[src/rtl/rename_resolver_pkg.sv]
// Shared definitions for the rename/resolve stage: default widths, the "no register"
// physical index and the per-lane record held in the output register.
package pkg_defines;

    localparam int LANES_DEF     = 2;
    localparam int ARCH_W_DEF    = 5;
    localparam int PHYS_W_DEF    = 6;
    localparam int PAYLOAD_W_DEF = 64;

    localparam logic [PHYS_W_DEF-1:0] PHYS_NONE = '0;

    // Field widths follow the defaults above; non-default widths need this record resized too.
    typedef struct packed {
        logic [ARCH_W_DEF-1:0]    rd;
        logic [PHYS_W_DEF-1:0]    rs_1;
        logic [PHYS_W_DEF-1:0]    rs_2;
        logic [PHYS_W_DEF-1:0]    rn;
        logic                     tag;
        logic [PAYLOAD_W_DEF-1:0] payload;
    } rename_lane_t;

endpackage

[src/rtl/rename_resolver_lane_forward.sv]
// Physical mapping of one source operand of lane LANE: the youngest older lane in the
// group writing that architectural register wins, otherwise the rename-table lookup.
module lane_forward
    import pkg_defines::*;
#(
    parameter int LANES  = LANES_DEF,
    parameter int ARCH_W = ARCH_W_DEF,
    parameter int PHYS_W = PHYS_W_DEF,
    parameter int LANE   = 0
) (
    input  logic [ARCH_W-1:0] i_src,
    input  logic [PHYS_W-1:0] i_q_src,
    input  logic [LANES-1:0]  i_need,
    input  logic [ARCH_W-1:0] i_rd   [LANES],
    input  logic [PHYS_W-1:0] i_q_rn [LANES],
    output logic [PHYS_W-1:0] o_phys
);

    always_comb begin
        o_phys = i_q_src;
        // Ascending scan: a later (younger) matching lane overrides an earlier one.
        for (int j = 0; j < LANES; j++) begin
            if (j < LANE && i_need[j] && i_rd[j] == i_src) begin
                o_phys = i_q_rn[j];
            end
        end
        if (i_src == '0) begin
            o_phys = PHYS_NONE;
        end
    end

endmodule

[src/rtl/rename_resolver.sv]
// Rename/resolve stage: accepts a whole decoded group, substitutes physical registers,
// tags speculative lanes and registers the group toward the issuer.
module rename_resolver
    import pkg_defines::*;
#(
    parameter int LANES     = LANES_DEF,
    parameter int ARCH_W    = ARCH_W_DEF,
    parameter int PHYS_W    = PHYS_W_DEF,
    parameter int PAYLOAD_W = PAYLOAD_W_DEF
) (
    input  logic                 clock,
    input  logic                 reset,
    input  logic                 i_valid,
    output logic                 o_ready,
    input  logic [LANES-1:0]     i_lane_valid,
    input  logic [ARCH_W-1:0]    i_rd      [LANES],
    input  logic [ARCH_W-1:0]    i_rs_1    [LANES],
    input  logic [ARCH_W-1:0]    i_rs_2    [LANES],
    input  logic [LANES-1:0]     i_writes,
    input  logic [LANES-1:0]     i_jumps,
    input  logic [PAYLOAD_W-1:0] i_payload [LANES],
    input  logic [PHYS_W-1:0]    i_q_rs_1  [LANES],
    input  logic [PHYS_W-1:0]    i_q_rs_2  [LANES],
    input  logic [PHYS_W-1:0]    i_q_rn    [LANES],
    output logic [LANES-1:0]     o_alloc,
    input  logic                 i_halt,
    input  logic                 i_br_resolve,
    input  logic                 i_br_mispredict,
    output logic                 o_valid,
    input  logic                 i_ready,
    output logic [LANES-1:0]     o_lane_valid,
    output logic [LANES-1:0]     o_tag,
    output logic [PHYS_W-1:0]    o_rs_1    [LANES],
    output logic [PHYS_W-1:0]    o_rs_2    [LANES],
    output logic [PHYS_W-1:0]    o_rn      [LANES],
    output logic [ARCH_W-1:0]    o_rd      [LANES],
    output logic [PAYLOAD_W-1:0] o_payload [LANES],
    output logic                 o_panic
);

    logic [LANES-1:0]  need;
    logic [LANES-1:0]  jump;
    logic [LANES-1:0]  older_jump;
    logic [LANES-1:0]  starve;
    logic [PHYS_W-1:0] fwd_rs_1 [LANES];
    logic [PHYS_W-1:0] fwd_rs_2 [LANES];
    logic              tag_eff;
    logic              multi_jump;
    logic              accept;

    logic              o_valid_q, o_valid_d;
    logic [LANES-1:0]  lane_valid_q, lane_valid_d;
    logic              tag_active_q, tag_active_d;
    logic              panic_q, panic_d;
    rename_lane_t      out_q [LANES];
    rename_lane_t      out_d [LANES];

    always_comb begin
        logic seen;
        seen = 1'b0;
        for (int k = 0; k < LANES; k++) begin
            need[k]       = i_lane_valid[k] & i_writes[k] & (i_rd[k] != '0);
            jump[k]       = i_lane_valid[k] & i_jumps[k];
            starve[k]     = need[k] & (i_q_rn[k] == PHYS_NONE);
            older_jump[k] = seen;
            seen          = seen | jump[k];
        end
    end

    for (genvar k = 0; k < LANES; k++) begin : g_fwd
        lane_forward #(.LANES(LANES), .ARCH_W(ARCH_W), .PHYS_W(PHYS_W), .LANE(k)) u_fwd_rs_1 (
            .i_src   (i_rs_1[k]),
            .i_q_src (i_q_rs_1[k]),
            .i_need  (need),
            .i_rd    (i_rd),
            .i_q_rn  (i_q_rn),
            .o_phys  (fwd_rs_1[k])
        );
        lane_forward #(.LANES(LANES), .ARCH_W(ARCH_W), .PHYS_W(PHYS_W), .LANE(k)) u_fwd_rs_2 (
            .i_src   (i_rs_2[k]),
            .i_q_src (i_q_rs_2[k]),
            .i_need  (need),
            .i_rd    (i_rd),
            .i_q_rn  (i_q_rn),
            .o_phys  (fwd_rs_2[k])
        );
    end

    // A resolve this cycle ends speculation before the incoming group is tagged.
    assign tag_eff    = tag_active_q & ~i_br_resolve;
    assign multi_jump = |(jump & older_jump);

    assign accept = reset & i_valid & ~i_halt & ~i_br_mispredict
                  & (~o_valid_q | i_ready)
                  & ~(|starve) & ~multi_jump
                  & ~((|jump) & tag_eff);

    assign o_ready = accept;
    assign o_alloc = accept ? need : '0;

    always_comb begin
        // NOTE: every target gets its hold value first, so no path through the branches below can infer a latch.
        out_d        = out_q;
        lane_valid_d = lane_valid_q;
        o_valid_d    = o_valid_q;
        tag_active_d = tag_eff | (accept & (|jump));
        panic_d      = panic_q | (i_br_resolve & ~tag_active_q) | (i_br_mispredict & ~i_br_resolve);

        if (accept) begin
            o_valid_d    = 1'b1;
            lane_valid_d = i_lane_valid;
            for (int k = 0; k < LANES; k++) begin
                out_d[k].rd      = i_rd[k];
                out_d[k].rs_1    = fwd_rs_1[k];
                out_d[k].rs_2    = fwd_rs_2[k];
                out_d[k].rn      = need[k] ? i_q_rn[k] : PHYS_NONE;
                out_d[k].tag     = i_lane_valid[k] & ~jump[k] & (tag_eff | older_jump[k]);
                out_d[k].payload = i_payload[k];
            end
        end else begin
            if (o_valid_q && i_ready) begin
                o_valid_d = 1'b0;
            end
            // Mispredict squashes speculative lanes even while the issuer is stalling us.
            if (i_br_mispredict) begin
                for (int k = 0; k < LANES; k++) begin
                    if (out_q[k].tag) begin
                        lane_valid_d[k] = 1'b0;
                        out_d[k].tag    = 1'b0;
                    end
                end
                if (lane_valid_d == '0) begin
                    o_valid_d = 1'b0;
                end
            end
        end
    end

    always_ff @(posedge clock or negedge reset) begin
        if (!reset) begin
            o_valid_q    <= 1'b0;
            lane_valid_q <= '0;
            tag_active_q <= 1'b0;
            panic_q      <= 1'b0;
            // NOTE: the data register is reset too, so every output reads 0 while reset is held.
            for (int k = 0; k < LANES; k++) begin
                out_q[k] <= '0;
            end
        end else begin
            o_valid_q    <= o_valid_d;
            lane_valid_q <= lane_valid_d;
            tag_active_q <= tag_active_d;
            panic_q      <= panic_d;
            out_q        <= out_d;
        end
    end

    assign o_valid      = o_valid_q;
    assign o_lane_valid = lane_valid_q;
    assign o_panic      = panic_q;

    always_comb begin
        o_tag = '0;
        for (int k = 0; k < LANES; k++) begin
            o_tag[k]     = out_q[k].tag;
            o_rd[k]      = out_q[k].rd;
            o_rs_1[k]    = out_q[k].rs_1;
            o_rs_2[k]    = out_q[k].rs_2;
            o_rn[k]      = out_q[k].rn;
            o_payload[k] = out_q[k].payload;
        end
    end

endmodule

[config.mk]
export PLATFORM = sky130hd
export DESIGN_NAME = rename_resolver
export DESIGN_NICKNAME = d
export VERILOG_FILES = /design/src/rtl/rename_resolver_pkg.sv /design/src/rtl/rename_resolver_lane_forward.sv /design/src/rtl/rename_resolver.sv
export SDC_FILE = /design/constraint.sdc
export NUM_CORES = 1
export LEC_CHECK = 0
export ABC_AREA = 1
export CAP_MARGIN = 5
export CELL_PAD_IN_SITES_DETAIL_PLACEMENT = 0
export CELL_PAD_IN_SITES_GLOBAL_PLACEMENT = 1
export CORE_ASPECT_RATIO = 0.75
export CORE_UTILIZATION = 25
export DETAILED_ROUTE_END_ITERATION = 10
export GPL_ROUTABILITY_DRIVEN = 1
export PLACE_DENSITY_LB_ADDON = 0.1
export SLEW_MARGIN = 25
export SYNTH_ARGS = -nofsm -noshare
export SYNTH_HDL_FRONTEND = slang
export SYNTH_SLANG_ARGS = --single-unit
[constraint.sdc]
create_clock -name clock -period 1.4 [get_ports clock]
set_input_delay 0.28 -clock clock [delete_from_list [all_inputs] [get_ports clock]]
set_output_delay 0.28 -clock clock [all_outputs]
set_load 0.1 [all_outputs]
---- Word level (Yosys, flattened, before mapping) ----
Index checks and enable logic that the tools add are counted.
operators by class
  muxes and demuxes ....................... 24
  bitwise operators ....................... 40
  divide/modulo/power cells ............... 0
  $lt $le $gt $ge ......................... 0
  equal/unequal tests ..................... 2
  $add $sub $neg .......................... 0
  shift operators ......................... 0
  multipliers ............................. 0
  reduce and logical (&&, ||, !) cells .... 16
operators by type and width
  kind               count
  $mux 6             8
  $and 1x1->1        24
  $logic_not 5->1    4
  $mux 1             13
  $logic_not 6->1    2
  $eq 5x5->1         2
  $not 1->1          10
  $reduce_bool 5->1  2
  $mux 2             3
  $reduce_or 2->1    3
  $or 1x1->1         5
  $logic_and 1x1->1  3
  $and 2x2->2        1
  $logic_not 2->1    1
  $reduce_bool 2->1  1
word-level totals
  output and inout port bits .............. 183
  logic and storage cells ................. 98
  ROM bits ................................ 0
  bits of input ports ..................... 207
  register bits ........................... 181
  bits in latches ......................... 0
  RAM bits ................................ 0
  memories ................................ 0

---- Depth between registers and ports, before layout ----
Gate-level depths: netlist of run 1.
  depth in word-level cells ............... 13
  gate-level depth with buffers ........... 11
  mapped depth without buffers ............ 10

---- By module ----
From an unflattened synthesis of run 1, not the netlist that was laid out.
unflattened totals
  cell total of the unflattened synthesis .. 964
  area total of the unflattened synthesis .. 7682.4 sq um
modules (own cells, without submodules)
  module                                   area each (sq um)  cells an instance  times used  seq. area each (sq um)
  rename_resolver                          7061.8             812                1           4529.3
  lane_forward at g_fwd[1].u_fwd_rs_1 ...  241.5              60                 2           0.0
  lane_forward at g_fwd[0].u_fwd_rs_1 ...  68.8               16                 2           0.0

---- Least setup slack after synthesis of run 1 ----
Ideal clock, no wire load.
  path kind ............................... register -> output
  start point ............................. reg o_valid_q, in the netlist o_valid
  end point ............................... out o_alloc[0]
  path slack .............................. -862 ps
  required time ........................... 1120 ps
  arrival time ............................ 1982 ps
  stages on the path, launching flop included .. 7
  path through ............................ dfrtp_1 > nand2_1 > nand3_2 > nor2_4 > nand3_4 > buf_6 > nor2_4
between the ends
  word-level cells in the longest chain between the ends .. 7
RTL lines
  item                      line                    RTL
  start: declaration        rename_resolver.sv:51   logic o_valid_q, o_valid_d;
  start signal: assignment  rename_resolver.sv:150  o_valid_q <= o_valid_d;
  $not 1->1                 rename_resolver.sv:94   & (~o_valid_q | i_ready)
  $or 1x1->1                rename_resolver.sv:94
  $and 1x1->1               rename_resolver.sv:94
  $and 1x1->1 (2 in a row)  rename_resolver.sv:95   & ~(|starve) & ~multi_jump
  $and 1x1->1               rename_resolver.sv:96   & ~((|jump) & tag_eff);
  $mux 2                    rename_resolver.sv:99   assign o_alloc = accept ? need : '0;
  end: declaration          rename_resolver.sv:25   output logic [LANES-1:0] o_alloc,
Every way passes these cells.

---- Final worst setup path of run 1 ----
Ends and elaborated chain as after synthesis.

==> results.toml, run 1 <==
[run_status]
outcome = "finished with violations"
failed_checks = "negative hold slack, negative setup slack"

[synth]
yosysTopAreaCell = "dfrtp_1"
synthCells = 882
synth_fp_nets = 1089
synthTopCellsByArea = "dfrtp_1, nand2_1, buf_6, buf_4, nand3_1"
synth_top_area_share = 0.602
ys.warnings.count = 0
ys_ff_latch = 181
synth_area_per_cell_sq_um = 8.53
synthDistinctLibCells = 24
synthesis.area_sq_um = 7520
seq_area_frac_synth = 0.602

[critical_path]
critical_path_class = "register to primary output"
r2r-end = "o_payload[29]"
start_kind = "register"
rr_worst_depth = 10
cp.required_ps = 1120
r2r_start = "o_valid"
ff2ff_setup_slack_ps = -400
arrival_ps = 1740
crit_fanout = 6
crit_path_end_kind = "primary output"

[floorplanning]
dieArea_sq_um = 30800
core_area_sq_um = 29300
std_cell_rows = 54
die_x_um = 202
die_y_um = 152
io_pins = 390
start_util = 0.257

[timing]
rsz0062_at_grt = "yes"
setup_viol = 184
hold_slack_ps = -93.2
max_freq_mhz = 496
fin_crit_sh = 1.44
worstMarginPinSlew_ps = 639
fin_worst_skew_ps = 7.20
fin_crit_ps = 2020
fin_ws_ps = -617
finalHoldViolations = 28
slew_headroom = 0.574
slew_violations = 0

[global_routing]
grt_pass1_vias = 7188
antenna_found_initial = 2
overflow = 0
grt_pass1_wl_um = 43500
grt_usage = 0.184
grt_max_degree = 106

[routing]
first_pass_iters = 4
vias = 7177
wire_per_inst_um = 16.2
drtAntennaViolNets = 0
wl_um = 28300
drcViolationCount = 0
drt_iter0_drc = 455
via_per_inst = 4.12

[min_path]
hold_class = "primary input to async pin"

[clock_tree]
clock-sinks = 181
worstSkewPairLatency_ps = 430
cts-buffers-inserted = 17
htree_levels = 4
cts_tree = "yes"
cts_root_buf = "clkbuf_16"
clk_pin_slew_ps = 70
clockBufferDepth = 2

[final_layout]
insertedDiodeCount = 0
syn2layout_area_growth_pct = 100
drive_above_1_share = 0.245
utilization = 0.513
nets = 1544

[power]
pwr_density_cell_nw_per_um2 = 1830
irDropWorstVdd_mv = 0.917
power_w = 0.0276
power_leakage_nw = 7.37

[place]
portBuffers = 389
gp_congestion = 0.800
post-dp-hpwl_um = 20900

[flow_run]
cap_violations = 0
[per-layer routing]
metal  GRT usage  up-vias  wire [um]
met5           0        -         25
met4      0.0476        4        434
met3      0.0813       30       2850
met2       0.278      247      12700
met1       0.238     3287      12300
li1            -     3609          -
[synth_stat cells (all sizes together)]
cell type and instances:
a31o 1, nor3b 2, o21bai 2, nor2 22
nand3 21, xor2 5, o21ai 22, xnor2 2
nand4 9, nor3 4, buf 36, dfrtp 181
a21oi 1, nand2 552, or2 2, inv 20
[repair_timing]
action                                  4_1_cts  5_1_grt
resized for setup                            21       31
gates cloned                                  0        6
endpoints found under the setup margin      185      186
pin swaps                                     3        9
setup buffers                                13       10
endpoints found under the hold margin        28       28
[cells by family after synthesis]
kind of cell | after synthesis | synth area share
buffers and inverters | 56 | 0.0510
xor gates and xnor gates | 7 | 0.00815
DFF | 181 | 0.602
and+or+nand+nor | 612 | 0.320
AOI/OAI and AO/OA | 26 | 0.0185
[cells in the final DEF (no fill, tap or decap), types with 3 or more instances in the layout]
| cell | count |
|---|---|
| o21ai_1 | 12 |
| clkdlybuf4s50_1 | 202 |
| buf_12 | 192 |
| nor2_1 | 10 |
| clkbuf_16 | 23 |
| clkinvlp_4 | 4 |
| clkbuf_1 | 3 |
| bufinv_16 | 3 |
| inv_1 | 18 |
| clkbuf_8 | 3 |
| buf_4 | 60 |
| nand3_1 | 17 |
| dfrtp_1 | 178 |
| nand2_1 | 540 |
| xor2_1 | 5 |
| o21ai_0 | 10 |
| nor2_4 | 5 |
| nor2_2 | 7 |
| nand2_2 | 10 |
| nor3_1 | 4 |
| buf_6 | 5 |
| nand4_1 | 9 |
[layout make-up]
class,instances,area [sq um]
clock inverters,10,146
multi-input cells,645,2700
flip-flops and latches,181,4540
fillers,2705,14300
well taps,392,490
clock buffers,22,464
repair buffers,472,6640
inverters,20,82.6
[worst max-delay path: stages, from the launching register on]
cell and delay (ps):
dfrtp_4 490, nand2_4 80, nand3_4 80, nor2_4 120, nand3_4 170, nor2_4 170
buf_12 190
[through the flow]
step                hold slack, ps  TNS (ps)  instance area, sq um  setup WS (ps)  std cells
global route                 -78.6    -75040                 15100           -710       1742
detailed placement             377   -140440                 14000           -814       1688
finish                       -93.2    -59120                 15100           -617       1742
global placement               374   -129000                 14000           -734       1688
CTS                          -98.9    -52190                 14800           -659       1729
floorplan                    -15.6    -35440                  7570           -624        882
[where the power goes]
group | leakage (nW) | internal (W) | total (W) | switching (W)
Sequential | 2.29 | 0.00631 | 0.00751 | 0.00119
Combinational | 4.79 | 0.00527 | 0.0150 | 0.00972
Clock | 0.284 | 0.00292 | 0.00505 | 0.00213
[registers in the layout, summed over array words and instances, names as in the netlist]
signal and count:
o_rs_2 12, o_payload 128, o_rn 12, tag_active_q 1
o_panic 1, o_tag 2, o_rd 10, o_valid 1
o_lane_valid 2, o_rs_1 12
[worst max path at each step]
stage	from	endpoint	slack [ps]	depth (start not counted)
4_1_cts	o_valid	o_alloc[1]	-660	6
2_1_floorplan	o_valid	o_alloc[0]	-620	6
5_1_grt	o_valid	o_alloc[0]	-710	6
6_report	o_valid	o_alloc[0]	-620	6
3_3_place_gp	i_lane_valid[0]	o_rs_2[5]	-730	12
3_5_place_dp	i_lane_valid[0]	o_payload[127]	-810	11
Note: power is estimated with default switching activity, not from simulation.
==> run 2, diff against run 1 <==
- CELL_PAD_IN_SITES_DETAIL_PLACEMENT: 0 -> 1
==> results.toml, run 2 (synthesis gave the netlist of run 1 again) <==
[final_layout]
syn2layout_area_growth_pct = 118
fin_cells = 1781
drive_above_1_share = 0.370
layout_commonest_cell = "nand2_1"
layout_common_cells = "nand2_1, buf_12, clkdlybuf4s50_1, dfrtp_1, nand2_2"
largest_reg_flops = 128
nFillCells = 3116
nets = 1580

[routing]
drcViolationCount = 0
via_per_inst = 4.36
drt_iter0_drc = 302
wl_um = 35100
vias = 7772
first_pass_iters = 4
drtAntennaViolNets = 0
wire_per_inst_um = 19.7

[global_routing]
antenna_found_initial = 7
overflow = 0
grt_pass1_wl_um = 53500
grt_pass1_vias = 8576
grt_usage = 0.232
grt_max_degree = 106

[clock_tree]
worstSkewPairLatency_ps = 440
cts_tree = "yes"
clk_pin_slew_ps = 70
clock-sinks = 181
cts-buffers-inserted = 17
cts_root_buf = "clkbuf_16"
clockBufferDepth = 2
htree_levels = 4

[critical_path]
start_kind = "primary input"
crit_fanout = 5
crit_path_end_kind = "primary output"
arrival_ps = 1730
r2r_start = "o_valid"
timing.critical_path.from = "i_br_mispredict"
critical_path_class = "primary input to primary output"
cp.required_ps = 1120
rr_worst_depth = 11

[power]
power_w = 0.0282
power_leakage_nw = 7.86
irDropWorstVdd_mv = 0.926
pwr_density_cell_nw_per_um2 = 1720

[place]
post-dp-hpwl_um = 23000
portBuffers = 389
place_inst = 1688
gp_congestion = 0.800
place_ws_ps = -810

[floorplanning]
die_y_um = 152
start_util = 0.257
io_pins = 390
core_area_sq_um = 29300
dieArea_sq_um = 30800
die_x_um = 202
std_cell_rows = 54

[timing]
fin_crit_ps = 2010
setup_viol = 184
rsz0062_at_grt = "yes"
hold_slack_ps = -96.3
max_freq_mhz = 499
fin_worst_skew_ps = 7.93
fin_ws_ps = -606
fin_crit_sh = 1.43
worstMarginPinSlew_ps = 657
finalHoldViolations = 28
slew_headroom = 0.562
slew_violations = 0

[min_path]
hold_class = "primary input to async pin"

[flow_run]
cap_violations = 0

[run_status]
failed_checks = "negative hold slack, negative setup slack"
outcome = "finished with violations"
run 2: cell types whose count changed in the layout (fill, tap and decap cells not counted), sizes merged:
cell / previous run / this run
clkinv: 1 / 4
clkinvlp: 4 / 3
dlygate4sd2: 1 / 14
dlymetal6s2s: 2 / 1
clkbuf: 29 / 24
diode: 0 / 3
bufinv: 3 / 2
buf: 260 / 300
clkdlybuf4s50: 202 / 190
run 2: final timing paths:
kind                                  end  slack (ps)
min in group clock                o_rd[1]         140
setup reg to reg            o_payload[99]        -500
hold / removal             o_payload[125]        -100
hold reg to reg            o_payload[101]         530
setup / recovery                  o_ready        -610
max in group asynchronous       o_rs_1[5]         450
run 2: area by class of cell:
class	count	area, sq um	share of cell area
multi-input combinational	645	3100	0.189
antenna	3	7.51	0.000459
timing repair buffer	508	7550	0.461
sequential	181	4550	0.278
clock inverter	11	124	0.00757
clock buffer	21	460	0.0281
tap	392	490	0.0300
inverter	20	87.6	0.00535
run 2: worst max-delay path: stages:
cell and delay (ps):
clkdlybuf4s50_1 440, nor2_1 250, nand3_4 110, nor2_4 120, nand3_4 140, buf_12 170
clkinv_8 40, buf_12 160
run 2: what timing repair did:
action | in CTS | in global routing
hold endpoints to repair | 28 | 28
setup buffers | 32 | 9
endpoints found under the setup margin | 187 | 195
gates resized for setup | 253 | 33
pin swaps | 102 | 5
cloned | 25 | 2
run 2: layer usage:
| metal | global-route usage | up-vias | share of wire |
|---|---|---|---|
| met1 | 0.278 | 3794 | 0.41 |
| met4 | 0.0576 | 8 | 0.014 |
| met5 | 0 | - | 0.0016 |
| met3 | 0.0855 | 41 | 0.079 |
| met2 | 0.391 | 231 | 0.49 |
| li1 | - | 3698 | - |
run 2: per-stage QoR:
stage / area (sq um) / hold WS, ps / TNS [ps] / util
floorplan: 7570 / -15.6 / -35440 / -
global placement: 14000 / 374 / -129000 / 0.478
detailed placement: 14000 / 378 / -139660 / 0.478
CTS: 16300 / -104 / -81390 / 0.555
global route: 16400 / -87.7 / -89660 / 0.558
finish: 16400 / -96.3 / -73500 / 0.558
run 2: report_power, final:
part,internal [W],switching [W]
logic,0.00553,0.00994
registers,0.00632,0.00139
clock network,0.00274,0.00224
